`src/rtl/inc16_arbiter.sv`:
```
// Round-robin arbiter sharing one WIDTH-bit incrementer among NREQ requesters.
// One-cycle latency into a single result slot; a full slot not being drained blocks all grants.
module inc16_arbiter #(
   parameter int NREQ  = 4,
   parameter int WIDTH = 16,
   parameter int IDW   = 2
) (
   input  logic                  clk,
   input  logic                  rst_n,
   input  logic [NREQ-1:0]       req_valid,
   input  logic [NREQ*WIDTH-1:0] req_data,
   output logic [NREQ-1:0]       req_ready,
   output logic                  rsp_valid,
   input  logic                  rsp_ready,
   output logic [WIDTH-1:0]      rsp_data,
   output logic [IDW-1:0]        rsp_id,
   output logic                  rsp_ovf,
   output logic                  busy
);

   typedef enum logic {EMPTY = 1'b0, FULL = 1'b1} slot_state_t;

   slot_state_t      state;
   slot_state_t      state_nxt;
   logic [IDW-1:0]   ptr;
   logic [IDW-1:0]   grant_idx;
   logic [IDW-1:0]   wrap_idx;
   logic             grant_found;
   logic             wrap_found;
   logic             slot_free;
   logic             accept;
   logic [WIDTH-1:0] sel_data;

   // Descending scan: the last hit is the lowest index, so grant_idx ends up as the
   // first valid at or after ptr, and wrap_idx as the first valid overall.
   always_comb begin
      grant_found = 1'b0;
      grant_idx   = '0;
      wrap_found  = 1'b0;
      wrap_idx    = '0;
      for (int j = NREQ - 1; j >= 0; j--) begin
         if (req_valid[j]) begin
            wrap_found = 1'b1;
            wrap_idx   = IDW'(j);
            if (IDW'(j) >= ptr) begin
               grant_found = 1'b1;
               grant_idx   = IDW'(j);
            end
         end
      end
      if (!grant_found) begin
         grant_found = wrap_found;
         grant_idx   = wrap_idx;
      end
   end

   assign slot_free = (state == EMPTY) || rsp_ready;
   assign accept    = grant_found && slot_free;

   always_comb begin
      req_ready = '0;
      if (accept) begin
         req_ready[grant_idx] = 1'b1;
      end
   end

   always_comb begin
      sel_data = '0;
      for (int j = 0; j < NREQ; j++) begin
         if (IDW'(j) == grant_idx) begin
            sel_data = req_data[j*WIDTH +: WIDTH];
         end
      end
   end

   always_ff @(posedge clk or negedge rst_n) begin
      if (!rst_n) begin
         state <= EMPTY;
      end else begin
         state <= state_nxt;
      end
   end

   always_comb begin
      state_nxt = state;
      case (state)
         EMPTY:   if (accept) state_nxt = FULL;
         FULL:    if (rsp_ready && !accept) state_nxt = EMPTY;
         default: state_nxt = EMPTY;
      endcase
   end

   always_comb begin
      rsp_valid = (state == FULL);
      busy      = (state == FULL);
   end

   // Result fields only move on a new accept, so a pop leaves the last values visible.
   always_ff @(posedge clk or negedge rst_n) begin
      if (!rst_n) begin
         rsp_data <= '0;
         rsp_id   <= '0;
         rsp_ovf  <= 1'b0;
         ptr      <= '0;
      end else if (accept) begin
         rsp_data <= sel_data + WIDTH'(1);
         rsp_ovf  <= &sel_data;
         rsp_id   <= grant_idx;
         ptr      <= (grant_idx == IDW'(NREQ - 1)) ? '0 : grant_idx + IDW'(1);
      end
   end

endmodule

```
`config.mk`:
```
export PLATFORM = sky130hd
export DESIGN_NAME = inc16_arbiter
export DESIGN_NICKNAME = d
export VERILOG_FILES = /design/src/rtl/inc16_arbiter.sv
export SDC_FILE = /design/constraint.sdc
export NUM_CORES = 1
export LEC_CHECK = 0
export BUFFER_PORTS_ARGS = -buffer_cell sky130_fd_sc_hd__buf_2
export CAP_MARGIN = 10
export CORE_MARGIN = 2
export CORE_UTILIZATION = 49
export DETAILED_ROUTE_END_ITERATION = 8
export HOLD_SLACK_MARGIN = 0.06
export PLACE_DENSITY = 0.83
export SYNTH_ARGS = -nofsm -noshare
export SYNTH_HDL_FRONTEND = slang
export SYNTH_SLANG_ARGS = --single-unit
export TNS_END_PERCENT = 1
```
`constraint.sdc`:
```
create_clock -name clk -period 6.7 [get_ports clk]
set_input_delay 0.335 -clock clk [delete_from_list [all_inputs] [get_ports clk]]
set_output_delay 0.335 -clock clk [all_outputs]
set_load 0.01 [all_outputs]
```
### Word-level counts from Yosys, hierarchy flattened

Cells that the tools add are included.

* word-level logic and storage cells: 62
* bits of input ports: 71
* output and inout bits: 25
* flip-flop bits (word level): 22

* order comparisons: 6
* bitwise gates (word level): 1
* eq/ne operators: 4
* add/subtract/negate cells: 2
* reduce and logical (&&, ||, !) cells: 7
* mux-type cells: 37

Operators by type and width (count)
* $mux 16: 4
* $mux 2: 14
* $add 16x1->16 const B: 1
* $mux 1: 16
* $reduce_and 16->1: 1
* $eq 2x2->1 const A: 2
* $ge 1x2->1 const A: 2
* $ge 2x2->1 const A: 2
* $mux 4: 1
* $logic_and 1x1->1: 3
* $lt 2x3->1 const B: 1
* $add 2x1->2 const B: 1
* $demux 1 s2: 1
* $eq 1x2->1 const A: 1
* $eq 2x2->1 const B: 1
* $ge 2x1->1 const B: 1
* $logic_not 2->1: 1
* $pmux 1 s2: 1
* $logic_not 1->1: 1
* $logic_or 1x1->1: 1
* $not 1->1: 1

### Logic depth before layout (Yosys ltp)

* depth after elaboration: 16
* gate-level depth with buffers: 16
* mapped depth without buffers: 14

### Worst setup path before layout

Ideal clock, no wire load.

* path kind: in2reg
* start: input port req_valid[0]
* end: register rsp_data[12]
* arrival time: 2.659 ns
* slack: 3.911 ns
* buffers on the path: 1
* stages: 15
* cell sequence: nor2b_1 a21oi_1 o22ai_1 a31oi_1 inv_1 ha_1 buf_4 or3b_2 o21ai_1 a31oi_1 ha_1 nand3_1 nor3_2 xnor2_1 o21ai_1

* longest elaborated chain between the ends: 8
* elaborated cells on any way between the ends: 16
* classes of those cells: 1 x add/sub; 3 x eq/ne; 10 x mux; 2 x reduce/logical

Ends and longest elaborated chain
* start, declared: line 10 `input logic [NREQ-1:0] req_valid,`
* $mux 2 or $mux 1 (tied branches): line 42 `if (req_valid[j]) begin`
* $mux 2 (*): line 51 `if (!grant_found) begin`
* net grant_idx[0]: line 26 `logic [IDW-1:0] grant_idx;`
* $logic_not 2->1: line 70 `if (IDW'(j) == grant_idx) begin`
* $mux 16 (3 in series): line 70
* $mux 16 (*): line 70
* $add 16x1->16 (*): line 106 `rsp_data <= sel_data + WIDTH'(1);`
* end signal, assigned: line 106
* end, declared: line 15 `output logic [WIDTH-1:0] rsp_data,`

The timed path passes the listed nets; every way through them passes the cells marked *.
A chain may end at the register's enable or synchronous reset.

### Worst setup path in the final report

* start: register ptr[1]
* end: register rsp_ovf

* longest elaborated chain between the ends: 16
* elaborated cells on any way between the ends: 32
* classes of those cells: 4 x order compare; 3 x eq/ne; 22 x mux; 3 x reduce/logical

Ends and longest elaborated chain
* start, declared: line 25 `logic [IDW-1:0] ptr;`
* start signal, assigned: line 109 `ptr <= (grant_idx == IDW'(NREQ - 1)) ? '0 : grant_idx + IDW'(1);`
* $ge 2x2->1: line 45 `if (IDW'(j) >= ptr) begin`
* $mux 2 or $mux 1 (tied branches): line 45
* $mux 2 or $mux 1 (tied branches): line 42
* $mux 2 or $mux 1 (tied branches): line 45
* $mux 2 or $mux 1 (tied branches): line 42
* $mux 2 or $mux 1 (tied branches): line 45
* $mux 2 or $mux 1 (tied branches): line 42
* $mux 2 or $mux 1 (tied branches): line 45
* $mux 2 or $mux 1 (tied branches): line 42
* $mux 2 (*): line 51
* net grant_idx[1]: line 26
* $logic_not 2->1: line 70
* $mux 16 (3 in series): line 70
* $mux 16 (*): line 70
* $reduce_and 16->1 (*): line 107 `rsp_ovf <= &sel_data;`
* end signal, assigned: line 107
* end, declared: line 17 `output logic rsp_ovf,`

Marked as above.

==> metrics.md <==
| Metric | Value |
|---|---|
| Reg2reg path depth | 11 |
| Area Growth Syn to Fin | 27.3% |
| Mapped cell area | ~0.0018 mm2 |
| HPWL Detailed | around 3700 um |
| EDFF count, synth | 0 |
| Post-layout minimum cycle time | around 3.4 ns |
| Die area | ~0.0042 mm2 |
| Final hold vios | 0 |
| Synthesis warning total | 0 |
| FMAX | between 0.2 and 0.3 GHz |
| Yosys reg bits | 22 |
| Gr usage total | between 20% and 30% |
| Setup TNS Final | 0 ns |
| Maxcap violations | 0 |
| Reg2Reg Setup Slack | 3.29 ns |
| Crit path capture type | flip-flop |
| Worst-skew pair later-pin latency | 0.26 ns |
| Status | completed |
| Switching power total | about 0.42 mW |
| Starting Density | between 50 and 60% |
| Main flop type after synthesis | dfrtp_1 |
| Top-area cell type share of the netlist area | between 30% and 40% |
| DRC | 0 |
| Total power of the final layout | 0.888 mW |
| Sequential element share of the synthesized area | a little under a third |
| Worst EP required | slightly below 7 ns |
| Post-Syn Instances | roughly 210 |
| DP Worst Slack | 3.19 ns |
| Synth top area cells | dfrtp_1 (31%), nand2_1 (6.7%), o22ai_1 (4.9%), xnor2_1 (4.9%), ha_1 (4.2%) |
| Placer Congestion | 0.871 |
| Origin of the critical flop-to-flop path | ptr[1]$_DFFE_PN0P_ |
| Worst Hold Class | input port to flip-flop |
| Chip width | about 65 um |
| CP Launch Type | flip-flop |
| CTS tree | yes |
| Antenna Nets Post-Route | 0 |
| Clock Pin Slew Worst Setup and Hold Paths | 0.08 ns |
| Internal power | ~0.46 mW |
| Root Driver | clkbuf_8 |
| Final setup fails | 0 |
| Final wirelength | around 4600 um |
| Global-route wire length before repair | around 7500 um |
| CTS buffer count | 3 |
| H-tree depth | 1 |
| Pwr dens | a little under 400 mW/mm2 |
| Crit Path Category | flip-flop to flip-flop |
| Filler cells | around 330 |
| Number of global-route vias before repair | around 1.7k |
| WL/cell | 13.5 um |
| Initial DRC count | between 90 and 100 |
| Pleak | 1.06 nW |
| Logic gate share of total power | between 60% and 70% |
| Via count | between 1.5k and 2k |
| Max Slew Vio Count | 0 |
| FFs w/ async S/R, synth | 100% |
| Final period util | a little over 50% |
| RSZ-0062 raised after global routing | false |
| Peak supply drop | 0.000190 V |
| Post-Synthesis Net Count | between 200 and 300 |
| End point of the critical path | rsp_ovf$_DFFE_PN0P_ |
| Post-Syn Area per Cell | 8.76 um2 |
| Multi-input gate area | between 0.001 and 0.0015 mm2 |
| # resized after CTS | 0 |
| Synth cell types | 45 |
| Initial antenna violation count | 0 |
| Nets | 371 |
| Share of cells above drive strength 1 | a little over two fifths |
| Final Skew | between 0.0015 and 0.002 ns |
| CORE AREA | 0.00361 mm2 |
| 1st-pass router iterations | 4 |
| # diodes | 0 |
| Largest net degree at the start of global routing | 37 |
| CP arrival | ~3.6 ns |
| Crit path from | ptr[1]$_DFFE_PN0P_ |
| Reg area | about 550 um2 |
| Switch share | a little under half |
| Clock power frac | 10.6% |
| Rel. slew slack | about 37% |
| Seq pwr share | between 20% and 30% |
| Synth cell count leaders | nand2_1 (32), dfrtp_1 (22), o22ai_1 (14), xnor2_1 (10) |
| Grt total ovfl | 0 |
| PortBufs | 95 |
| Vias per cell | around 5.4 |
| Setup ws final | 3.29 ns |
| Die height | approximately 65 um |
| RR Endpoint | rsp_ovf$_DFFE_PN0P_ |
| Most area-hungry cell type in the Yosys netlist | dfrtp_1 |
| Bufs on Longest Clock Path | 2 |
| # rows | 22 |
| Most frequent cell after synthesis | nand2_1 |
| Clk sinks | 22 |
| # IOs | 96 |
| Least-Margin Pin Slew | between 0.9 and 1 ns |
| CP max FO | 13 |
## stage by stage
stage	hold WS, ns	util [%]	cells	cell area [um2]
floorplan	0.0394	-	206	1800
global placement	0.317	61.9	336	2230
detailed placement	0.321	61.9	336	2230
CTS	0.339	63.7	341	2300
global route	0.378	63.7	341	2300
finish	0.340	63.7	341	2300
## sequential cells by signal, summed over array words and instances, names as in the netlist
register  count
rsp_ovf       1
ptr           2
rsp_id        2
busy          1
rsp_data     16
## per-layer routing
layer  share of wire, %  vias up  track usage, %
li1                   -      923               -
met3                5.4        5            1.74
met5                  0        -               0
met2                 47       73            37.2
met4                1.3        0            7.71
met1                 47      833            31.8
## worst min path at each step
| stage | depth (start not counted) | start | slack [ns] | endpoint |
|---|---|---|---|---|
| 5_1_grt | 3 | req_valid[3] | 0.38 | busy$_DFF_PN0_ |
| 3_3_place_gp | 1 | rst_n | 0.32 | rsp_data[7]$_DFFE_PN0P_ |
| 2_1_floorplan | 0 | rst_n | 0.04 | busy$_DFF_PN0_ |
| 6_report | 4 | rsp_ready | 0.34 | busy$_DFF_PN0_ |
| 3_5_place_dp | 1 | rst_n | 0.32 | rsp_data[11]$_DFFE_PN0P_ |
| 4_1_cts | 4 | rsp_ready | 0.34 | busy$_DFF_PN0_ |
## layout make-up
| cell class | count | area share, % |
|---|---|---|
| Inverter | 7 | 1.20 |
| Timing Repair Buffer | 96 | 21.1 |
| Clock buffer | 4 | 2.40 |
| Multi-Input combinational cell | 164 | 48.7 |
| Tap cell | 48 | 2.61 |
| Sequential cell | 22 | 24.0 |
## power by group through the flow
stage	clock network (mW)	registers, mW	logic (mW)
floorplan	0	0.246	0.421
global placement	0	0.220	0.565
detailed placement	0	0.222	0.573
CTS	0.0954	0.219	0.576
global route	0.103	0.226	0.633
finish	0.0944	0.218	0.575
## worst max-delay path: stages (launching register included)
cell	delay, ns
dfrtp_1	0.43
a21oi_1	0.10
o21a_1	0.17
o22ai_1	0.32
inv_1	0.11
ha_1	0.34
nor2_2	0.70
a31oi_1	0.34
ha_1	0.33
nand3_1	0.12
nor3_2	0.08
a32o_1	0.25
## layout by cell type (no fill, tap or decap), drive strengths merged
| cell | n |
|---|---|
| o21a | 1 |
| nor4 | 3 |
| o22ai | 14 |
| nand2 | 32 |
| xor2 | 3 |
| dlygate4sd3 | 1 |
| and2 | 3 |
| a21oi | 19 |
| dfrtp | 22 |
| nand3b | 1 |
| mux2i | 2 |
| a22oi | 14 |
| a21o | 1 |
| xnor2 | 10 |
| a31oi | 2 |
| a221o | 1 |
| clkinv | 1 |
| ha | 6 |
| o21ai | 17 |
| nand4 | 4 |
| a21boi | 1 |
| nand2b | 1 |
| a22o | 1 |
| buf | 95 |
| nor3 | 5 |
| a221oi | 1 |
| nor2b | 3 |
| nand3 | 7 |
| clkbuf | 4 |
| a32o | 1 |
| or3b | 1 |
| nor2 | 10 |
| inv | 6 |
## kinds of logic (layout without fill, tap and decap cells)
| group | count (synthesis) | in the layout | share of synthesized area (%) |
|---|---|---|---|
| multiplexers | 2 | 2 | 1.11 |
| flip-flops | 22 | 22 | 30.5 |
| buffers and inverters | 20 | 107 | 7.49 |
| AND/OR/NAND/NOR | 70 | 70 | 21.0 |
| AO/OA/AOI/OAI | 73 | 73 | 29.4 |
| adder cells (fa/ha/maj) | 6 | 6 | 4.16 |
| XOR/XNOR | 13 | 13 | 6.31 |
## what timing repair did
| item | 4_1_cts | 5_1_grt |
|---|---|---|
| endpoints found under the hold margin | 22 | 0 |
| buffers inserted | 0 | 0 |
| hold buffers | 1 | 0 |
(Power assumes the default switching activity.)
